`config.mk`:
```
export PLATFORM = sky130hd
export DESIGN_NAME = uart_rx_sampler_flat
export DESIGN_NICKNAME = d
export VERILOG_FILES = /design/src/rtl/uart_rx_sampler_pkg.sv /design/src/rtl/uart_rx_sampler_if.sv /design/src/rtl/uart_rx_sampler_baud_tick.sv /design/src/rtl/uart_rx_sampler.sv /design/src/flat_wrapper.sv
export SDC_FILE = /design/constraint.sdc
export NUM_CORES = 1
export LEC_CHECK = 0
export ABC_AREA = 1
export CORE_UTILIZATION = 25
export CTS_BUF_LIST = sky130_fd_sc_hd__clkbuf_4 sky130_fd_sc_hd__clkbuf_8 sky130_fd_sc_hd__clkbuf_16
export CTS_CLUSTER_SIZE = 14
export DETAILED_ROUTE_END_ITERATION = 6
export PLACE_DENSITY = 0.47
export SKIP_CTS_REPAIR_TIMING = 1
export SLEW_MARGIN = 5
export SYNTH_ARGS = -nofsm -noshare
export SYNTH_HDL_FRONTEND = slang
export SYNTH_HIERARCHICAL = 1
export SYNTH_SLANG_ARGS = --single-unit
```
`constraint.sdc`:
```
create_clock -name clk -period 2.17 [get_ports clk]
set_clock_uncertainty 0.05 [all_clocks]
set_input_delay 0.217 -clock clk [delete_from_list [all_inputs] [get_ports clk]]
set_output_delay 0.217 -clock clk [all_outputs]
set_load 0.005 [all_outputs]
```
`src/rtl/uart_rx_sampler_pkg.sv`:
```
// Shared definitions for the UART receive sampler: FSM states, oversampling
// constants and the baud divider calculation.
// UART_RX_PARITY_EN adds the PARITY state for 8E1 frames.
package uart_pkg;

   localparam int unsigned OVERSAMPLE = 16;
   localparam int unsigned SAMPLE_A   = 7;
   localparam int unsigned SAMPLE_B   = 8;
   localparam int unsigned SAMPLE_C   = 9;

   typedef enum logic [2:0] {
      ST_IDLE   = 3'd0,
      ST_START  = 3'd1,
      ST_DATA   = 3'd2,
      ST_STOP   = 3'd3,
      ST_BREAK  = 3'd4
`ifdef UART_RX_PARITY_EN
      , ST_PARITY = 3'd5
`endif
   } uart_state_e;

   // Clocks per oversample tick, rounded to nearest and never below 1.
   function automatic int unsigned calc_div(input int unsigned fmax_mhz,
                                            input int unsigned baud);
      longint unsigned num;
      longint unsigned den;
      longint unsigned q;
      num = fmax_mhz;
      num = num * 64'd1000000;
      den = baud;
      den = den * OVERSAMPLE;
      if (den == 0) return 1;
      q = (num + den / 2) / den;
      if (q < 1) q = 1;
      return q[31:0];
   endfunction

endpackage

```
`src/rtl/uart_rx_sampler_if.sv`:
```
// Receiver-side signal bundle: serial line in, received byte and status pulses out.
// UART_RX_PARITY_EN adds the parity_err pulse.
interface uart_rx_sampler_if;

   logic       uart_rx;
   logic [7:0] rdata;
   logic       rdata_valid;
   logic       frame_err;
   logic       busy;
`ifdef UART_RX_PARITY_EN
   logic       parity_err;

   modport master (input uart_rx, output rdata, output rdata_valid,
                   output frame_err, output busy, output parity_err);
   modport slave  (output uart_rx, input rdata, input rdata_valid,
                   input frame_err, input busy, input parity_err);
`else
   modport master (input uart_rx, output rdata, output rdata_valid,
                   output frame_err, output busy);
   modport slave  (output uart_rx, input rdata, input rdata_valid,
                   input frame_err, input busy);
`endif

endinterface

```
`src/rtl/uart_rx_sampler_baud_tick.sv`:
```
// Oversample tick generator: free-running divider that pulses tick once
// every DIV clocks; restart realigns the divider to the current cycle.
module uart_baud_tick #(
   parameter int unsigned DIV = 15
) (
   input  logic clk,
   input  logic rst,
   input  logic restart,
   output logic tick
);

   localparam int unsigned CW = (DIV > 1) ? $clog2(DIV) : 1;
   localparam logic [CW-1:0] LAST = CW'(DIV - 1);

   logic [CW-1:0] cnt_q, cnt_d;

   // Divider count: wraps at DIV-1, forced to zero on restart.
   always_comb begin
      cnt_d = cnt_q;
      if (restart)
         cnt_d = '0;
      else if (cnt_q == LAST)
         cnt_d = '0;
      else
         cnt_d = cnt_q + 1'b1;
   end

   // Divider register.
   always_ff @(posedge clk or posedge rst) begin
      if (rst) cnt_q <= '0;
      else     cnt_q <= cnt_d;
   end

   assign tick = (cnt_q == LAST);

endmodule

```
`src/rtl/uart_rx_sampler.sv`:
```
// UART receiver with 16x oversampling and 3-sample majority vote per bit.
// Default build receives 8N1; defining UART_RX_PARITY_EN adds an even-parity
// bit and the parity_err pulse.
module uart_rx_sampler
   import uart_pkg::*;
#(
   parameter int unsigned FMAX_MHz = 27,
   parameter int unsigned BAUD     = 115200
) (
   input  logic              clk,
   input  logic              rst,
   uart_rx_sampler_if.master bus
);

   localparam int unsigned DIV      = calc_div(FMAX_MHz, BAUD);
   localparam logic [3:0]  IDX_A    = 4'(SAMPLE_A);
   localparam logic [3:0]  IDX_B    = 4'(SAMPLE_B);
   localparam logic [3:0]  IDX_C    = 4'(SAMPLE_C);
   localparam logic [3:0]  IDX_LAST = 4'(OVERSAMPLE - 1);

   uart_state_e state_q, state_d;

   logic       sync1_q, sync1_d;
   logic       sync2_q, sync2_d;
   logic       prev_q, prev_d;
   logic [3:0] tick_cnt_q, tick_cnt_d;
   logic [2:0] bit_cnt_q, bit_cnt_d;
   logic [7:0] shift_q, shift_d;
   logic [1:0] votes_q, votes_d;
   logic [7:0] rdata_q, rdata_d;
   logic       valid_q, valid_d;
   logic       ferr_q, ferr_d;
`ifdef UART_RX_PARITY_EN
   logic       perr_q, perr_d;
   logic       par_bad_q, par_bad_d;
`endif

   logic rx_s;
   logic fall;
   logic start_accept;
   logic tick;
   logic decide;
   logic majority;

   assign rx_s         = sync2_q;
   assign fall         = prev_q & ~sync2_q;
   assign start_accept = (state_q == ST_IDLE) && fall;
   // Each bit is resolved on its last vote tick; the state for the next bit
   // takes over for the remaining ticks, which leaves room for a new start
   // edge in the tail of the stop bit.
   assign decide       = tick && (tick_cnt_q == IDX_C);
   assign majority     = (votes_q[1] & votes_q[0]) | (votes_q[1] & rx_s) | (votes_q[0] & rx_s);

   uart_baud_tick #(.DIV(DIV)) u_baud_tick (
      .clk     (clk),
      .rst     (rst),
      .restart (start_accept),
      .tick    (tick)
   );

   // State register.
   always_ff @(posedge clk or posedge rst) begin
      if (rst) state_q <= ST_IDLE;
      else     state_q <= state_d;
   end

   // Next-state selection from edges and per-bit majority decisions.
   always_comb begin
      state_d = state_q;
      case (state_q)
         ST_IDLE:   if (fall)   state_d = ST_START;
         ST_START:  if (decide) state_d = majority ? ST_IDLE : ST_DATA;
`ifdef UART_RX_PARITY_EN
         ST_DATA:   if (decide && bit_cnt_q == 3'd7) state_d = ST_PARITY;
         ST_PARITY: if (decide) state_d = ST_STOP;
`else
         ST_DATA:   if (decide && bit_cnt_q == 3'd7) state_d = ST_STOP;
`endif
         ST_STOP:   if (decide) state_d = majority ? ST_IDLE : ST_BREAK;
         ST_BREAK:  if (rx_s)   state_d = ST_IDLE;
         default:               state_d = ST_IDLE;
      endcase
   end

   // Datapath and output pulses: synchronizer, tick/bit counters, votes, shift register.
   always_comb begin
      sync1_d    = bus.uart_rx;
      sync2_d    = sync1_q;
      prev_d     = sync2_q;
      tick_cnt_d = tick_cnt_q;
      bit_cnt_d  = bit_cnt_q;
      shift_d    = shift_q;
      votes_d    = votes_q;
      rdata_d    = rdata_q;
      valid_d    = 1'b0;
      ferr_d     = 1'b0;
`ifdef UART_RX_PARITY_EN
      perr_d     = 1'b0;
      par_bad_d  = par_bad_q;
`endif

      if (start_accept)
         tick_cnt_d = '0;
      else if (tick && state_q != ST_IDLE)
         tick_cnt_d = (tick_cnt_q == IDX_LAST) ? '0 : tick_cnt_q + 4'd1;

      if (tick && tick_cnt_q == IDX_A) votes_d[1] = rx_s;
      if (tick && tick_cnt_q == IDX_B) votes_d[0] = rx_s;

      if (decide) begin
         case (state_q)
            ST_START: bit_cnt_d = '0;
            ST_DATA: begin
               shift_d   = {majority, shift_q[7:1]};
               bit_cnt_d = bit_cnt_q + 3'd1;
            end
`ifdef UART_RX_PARITY_EN
            ST_PARITY: par_bad_d = (^shift_q) ^ majority;
`endif
            ST_STOP: begin
               if (!majority)
                  ferr_d = 1'b1;
`ifdef UART_RX_PARITY_EN
               else if (par_bad_q)
                  perr_d = 1'b1;
`endif
               else begin
                  valid_d = 1'b1;
                  rdata_d = shift_q;
               end
            end
            default: ;
         endcase
      end
   end

   // Datapath registers.
   always_ff @(posedge clk or posedge rst) begin
      if (rst) begin
         sync1_q    <= 1'b1;
         sync2_q    <= 1'b1;
         prev_q     <= 1'b1;
         tick_cnt_q <= '0;
         bit_cnt_q  <= '0;
         shift_q    <= '0;
         votes_q    <= '1;
         rdata_q    <= '0;
         valid_q    <= 1'b0;
         ferr_q     <= 1'b0;
`ifdef UART_RX_PARITY_EN
         perr_q     <= 1'b0;
         par_bad_q  <= 1'b0;
`endif
      end else begin
         sync1_q    <= sync1_d;
         sync2_q    <= sync2_d;
         prev_q     <= prev_d;
         tick_cnt_q <= tick_cnt_d;
         bit_cnt_q  <= bit_cnt_d;
         shift_q    <= shift_d;
         votes_q    <= votes_d;
         rdata_q    <= rdata_d;
         valid_q    <= valid_d;
         ferr_q     <= ferr_d;
`ifdef UART_RX_PARITY_EN
         perr_q     <= perr_d;
         par_bad_q  <= par_bad_d;
`endif
      end
   end

   assign bus.rdata       = rdata_q;
   assign bus.rdata_valid = valid_q;
   assign bus.frame_err   = ferr_q;
   assign bus.busy        = (state_q != ST_IDLE);
`ifdef UART_RX_PARITY_EN
   assign bus.parity_err  = perr_q;
`endif

endmodule
```
`src/flat_wrapper.sv`:
```
// flat-port wrapper written by rule: the top's interface ports become plain ports
module uart_rx_sampler_flat import uart_pkg::*;
#(
   parameter int unsigned FMAX_MHz = 27,
   parameter int unsigned BAUD     = 115200
)
  (clk, rst, bus_uart_rx, bus_rdata, bus_rdata_valid, bus_frame_err, bus_busy);
  uart_rx_sampler_if bus_i ();
  input  logic clk;
  input  logic rst;
  input wire logic [$bits(bus_i.uart_rx)-1:0] bus_uart_rx;
  output wire logic [$bits(bus_i.rdata)-1:0] bus_rdata;
  output wire logic [$bits(bus_i.rdata_valid)-1:0] bus_rdata_valid;
  output wire logic [$bits(bus_i.frame_err)-1:0] bus_frame_err;
  output wire logic [$bits(bus_i.busy)-1:0] bus_busy;
  assign bus_i.uart_rx = bus_uart_rx;
  assign bus_rdata = bus_i.rdata;
  assign bus_rdata_valid = bus_i.rdata_valid;
  assign bus_frame_err = bus_i.frame_err;
  assign bus_busy = bus_i.busy;
  uart_rx_sampler #(.FMAX_MHz(FMAX_MHz), .BAUD(BAUD)) u_core (.clk(clk), .rst(rst), .bus(bus_i));
endmodule
```
---- After elaboration in Yosys (flattened, before gate mapping) ----
Index checks and enable logic that the tools add are counted.
storage, ports and cells
  logic and storage cells ................. 72
  register bits ........................... 37
cells by class
  $add $sub $neg .......................... 3
  muxes and demuxes ....................... 20
  reductions and logical operators ........ 14
  eq/ne operators ......................... 15
  bitwise logic cells ..................... 7
operators by type and width
  operator                                        number
  two-way mux 4 bit                               5
  two-way mux 3 bit                               6
  == test 4 bit (second input constant)           4
  case mux 3 bit (5 select lines)                 1
  != test 2 x 1 -> 1 bit (second input constant)  5
  adder 4 x 1 -> 4 bit (second input constant)    2
  == test 3 x 2 -> 1 bit (second input constant)  2
  == test 3 bit (second input constant)           2
  logical AND 1 bit                               6
  two-way mux 1 bit                               6
  case mux 3 bit (2 select lines)                 1
  AND reduction 5 bit                             1
  bitwise AND 1 bit                               4
  == test 4 x 3 -> 1 bit (second input constant)  1
  AND reduction 2 bit                             2
  nonzero test 2 bit                              2
  adder 3 x 1 -> 3 bit (second input constant)    1
  == test 3 x 1 -> 1 bit (second input constant)  1
  logical NOT 3 bit                               1
  AND reduction 3 bit                             1
  nonzero test 3 bit                              1
  two-way mux 2 bit                               1
  OR 1 bit                                        2
  NOT 1 bit                                       1

---- Depth between registers and ports, before layout ----
  depth in word-level cells ............... 6
  gate-level depth with buffers ........... 10
  mapped depth without buffers ............ 10

---- By module ----
Netlist, hierarchy kept.
by module, submodules not included
  module           cells each  instances  seq. area each (um^2)  area an instance (um^2)
  uart_rx_sampler  171         1          832.0                  1595.3
  uart_baud_tick   22          1          100.1                  200.2

---- Least setup slack after synthesis ----
Ideal clock, no wire load.
  path type ............................... register to register
  from .................................... reg u_core.u_baud_tick.cnt_q[0]
  to ...................................... reg u_core.rdata_q[1] (netlist: u_core/bus.rdata[1])
  cell stages (with the launch flop) ...... 11
  required time ........................... 2002 ps
  period minus slack after synthesis ...... 1608 ps
  arrival time ............................ 1440 ps
  slack ................................... 562 ps
  setup time .............................. 118 ps
  path buffers ............................ 1
  cells stage by stage .................... dfrtp_1 -> inv_1 -> ha_1 -> nand3_1 -> inv_1 -> nand2_2 -> nor2_8 -> nand3_4 -> buf_6 -> nand2_2 -> o21ai_2
on the way
  cells in the longest elaborated chain, start to end .. 3
RTL lines
  what                                  line                             RTL
  start, declared                       uart_rx_sampler_baud_tick.sv:15  logic [CW-1:0] cnt_q, cnt_d;
  start signal, assigned                uart_rx_sampler_baud_tick.sv:31  else cnt_q <= cnt_d;
  == test 4 bit                         uart_rx_sampler_baud_tick.sv:34  assign tick = (cnt_q == LAST);
  via u_core.tick                       uart_rx_sampler.sv:41            logic tick;
  logical AND 1 bit                     uart_rx_sampler.sv:51            assign decide = tick && (tick_cnt_q == IDX_C);
  AND reduction 3 bit (no source line)  n/a
  end signal, assigned                  uart_rx_sampler.sv:162           rdata_q <= rdata_d;
  end, declared                         uart_rx_sampler.sv:30            logic [7:0] rdata_q, rdata_d;
The timed path passes the listed nets, and every way through them passes these cells.
A chain may end at the register's enable or synchronous reset.

---- Final worst setup path ----
  from .................................... reg u_core.state_q[0]
  to ...................................... out bus_busy
on the way
  cells in the longest elaborated chain, start to end .. 1
RTL lines
  what                    line                    RTL
  start, declared         uart_rx_sampler.sv:21   uart_state_e state_q, state_d;
  start signal, assigned  uart_rx_sampler.sv:64   else state_q <= state_d;
  nonzero test 3 bit      uart_rx_sampler.sv:175  assign bus.busy = (state_q != ST_IDLE);
  end, declared           flat_wrapper.sv:15      output wire logic [$bits(bus_i.busy)-1:0] bus_busy;
Every way passes these cells.

==> metrics <==
Max Cap Viol=0; Via Count=1,250; clock slew at reported path FFs=roughly 0.070 ns; synthesized cell area=1800 sq um; max_slew headroom=71.8%; fraction of layout cells with a size suffix above 1=21.7%; die height=between 80 and 90 um; Die ar.=7520 sq um; Net count, final=221; pre-CTS setup slack=0.373 ns; startpoint types=register; sequential fraction of the synthesis area=about half; # IOs=14; Synthesized Nets=around 200; Power, Total=2.03 mW; Vias/cell=roughly 4; Setup violations, final=0; largest cells by area after synthesis=dfrtp_1 (45%), nand2_1 (11%), o21ai_2 (7.8%); Hold Crit Class=input pin to asynchronous set/reset pin; initial antenna violation count=0; Area Overhead vs Synth=19.9%; Tmin final=around 1.8 ns; vias in the first global route=1,198; worst-path cell chain=nor2_1 > nand2_1 > clkdlybuf4s50_1; yosys warns=6; delay-heaviest family, CP=buffers and inverters; Primary FF master, synth=dfrtp_1; core area=6870 sq um; CP Data Required Time=1.90 ns; global route overflow=0; CP Capture Type=output port; Starting Density=between 20% and 30%; outcome=complete, no violations; DRC=0; Yosys top cell area share=around 45%; ANT cells=0; Slew Limit Fails=0; crit share post-route=82.7%; Final Hold Vio Count=0; Clock Sinks=37; CTS buffer count=5; slowest cell on the critical path=clkdlybuf4s50_1; H-Tree Depth=2; Max stage delay on crit path=roughly 0.46 ns; global-route wire length before repair=5510 um; Clk Latency, worst-skew pair=0.28 ns; top-count cell post-synth=nand2_1; commonest cells in the netlist=nand2_1 (51), dfrtp_1 (32), inv_1 (25); Setup WS post-layout=0.375 ns; die width=86.7 um; WL final=3100 um; register bit total from synthesis=37; clock buffer depth=2; FP Rows=30; EDFF count, synth=0; Least-Margin Pin Slew=around 0.42 ns; routed length per instance=10.1 um; ANT nets after route=0; async set-reset flop share out of synthesis=100%; Root Buffer=clkbuf_8; First DRT Iteration DRCs=65; setup_tns=0 ns; synthesized area per cell=9.30 sq um; cells after synthesis=~190; VDD IR-drop max=255 uV; largest net degree at the start of global routing=26; drt pass-1 iters=4; Post-DP HPWL=between 2000 and 2500 um; Yosys cell types=22; RSZ-0062 raised after global routing=no; largest area contributor in the netlist=dfrtp_1; Worst Path Buf+Inv=1; dpl cells=300; worst-path fanout max=4; Leakage=about 1.0 nW; IO Port Bufs=13; Worst EP arrival=~1.5 ns; critical path type=register to output port; pwr dens=943 nW/um^2; CTS tree=built; Finished Layout Cells=between 300 and 400; Fmax=approximately 560 MHz; GRT Total Usage=9.56%; GPL Wtd Cong=approximately 0.74
report_power, final:
part | internal [mW] | switching, mW | total, mW
registers | 0.787 | 0.104 | 0.891
clock network | 0.387 | 0.245 | 0.632
logic | 0.199 | 0.309 | 0.507
total | 1.37 | 0.657 | 2.03
final timing paths:
kind                                                  startpoint                                    end  slack (ns)  cells past startpoint
max                                u_core/state_q[0]$_DFFE_PP0P_                               bus_busy        0.37                      3
min                                                          rst  u_core/u_baud_tick/cnt_q[1]$_DFF_PP0_        0.09                      2
min in group clk                                     bus_uart_rx               u_core/sync1_q$_DFF_PP1_        0.28                      1
max in group asynchronous                                    rst                u_core/prev_d$_DFF_PP1_        1.32                      3
min reg2reg                             u_core/sync1_q$_DFF_PP1_                u_core/prev_d$_DFF_PP1_        0.31                      0
max reg2reg                u_core/u_baud_tick/cnt_q[0]$_DFF_PP0_        u_core/bus.rdata[6]$_DFFE_PP0P_        0.39                      9
metal layers:
metal | GRT usage, % | vias to the layer above | share of wire (%)
met5 | 0 | - | 0
met4 | 4.09 | 0 | 1.3
met3 | 2.67 | 6 | 3.8
met2 | 15.2 | 17 | 45
met1 | 12.2 | 579 | 50
li1 | - | 648 | -
state kept, by name, summed over array words and instances, names as in the netlist, 2 cells and up:
name                      flops
u_core/bit_cnt_q              3
u_core/bus.rdata              8
u_core/shift_q                8
u_core/state_q                3
u_core/tick_cnt_q             4
u_core/u_baud_tick/cnt_q      4
u_core/votes_q                2
layout by cell type (no fill, tap or decap):
master           synthesis  layout
nand4_1                  6       6
o21ai_2                 16      16
clkbuf_8                 0       6
or2_2                    1       1
nand2_1                 51      51
ha_1                     7       7
a21boi_0                 1       1
o21ai_0                  5       5
clkdlybuf4s50_1          0      13
o21a_1                   1       1
clkinv_2                 1       1
buf_12                   0       1
nor2_8                   1       1
inv_2                    2       2
nand2_4                  1       1
nor2_1                  11      11
inv_1                   25      25
clkbuf_4                 0       1
nand2_2                  5       5
nor2_2                   4       4
xnor2_1                  1       1
dfrtp_1                 32      32
bufinv_16                0       1
nand3_4                  1       1
dfstp_2                  5       5
nand3_1                 13      13
per-stage QoR:
| stage | hold slack, ns | util, % | area, sq um |
|---|---|---|---|
| final | 0.0932 | 31.3 | 2150 |
| after global routing | 0.123 | 31.3 | 2150 |
| after CTS | 0.0985 | 31.3 | 2150 |
| after detailed placement | 0.300 | 29.6 | 2030 |
| after global placement | 0.301 | 29.6 | 2030 |
| after floorplan | -0.0669 | - | 1800 |
cell families after synthesis:
family                   Yosys count  share of synthesized area (%)
flip-flops                        37                           51.9
XOR/XNOR                           1                          0.488
adder cells (fa/ha/maj)            7                           4.88
AND/OR/NAND/NOR                   94                           24.9
AO/OA/AOI/OAI                     23                           10.0
buffers and inverters             31                           7.80
cell type report:
type                            instances  area [sq um]
Fill cell                             722          4720
Timing Repair Buffer                   14           150
Clock inverter                          1          30.0
Clock buffer                            7          90.1
Tap cell                               96           120
Sequential cell                        37           932
Inverter                               28           106
Multi-Input combinational cell        125           723
Power figures use the tool's default switching activity.
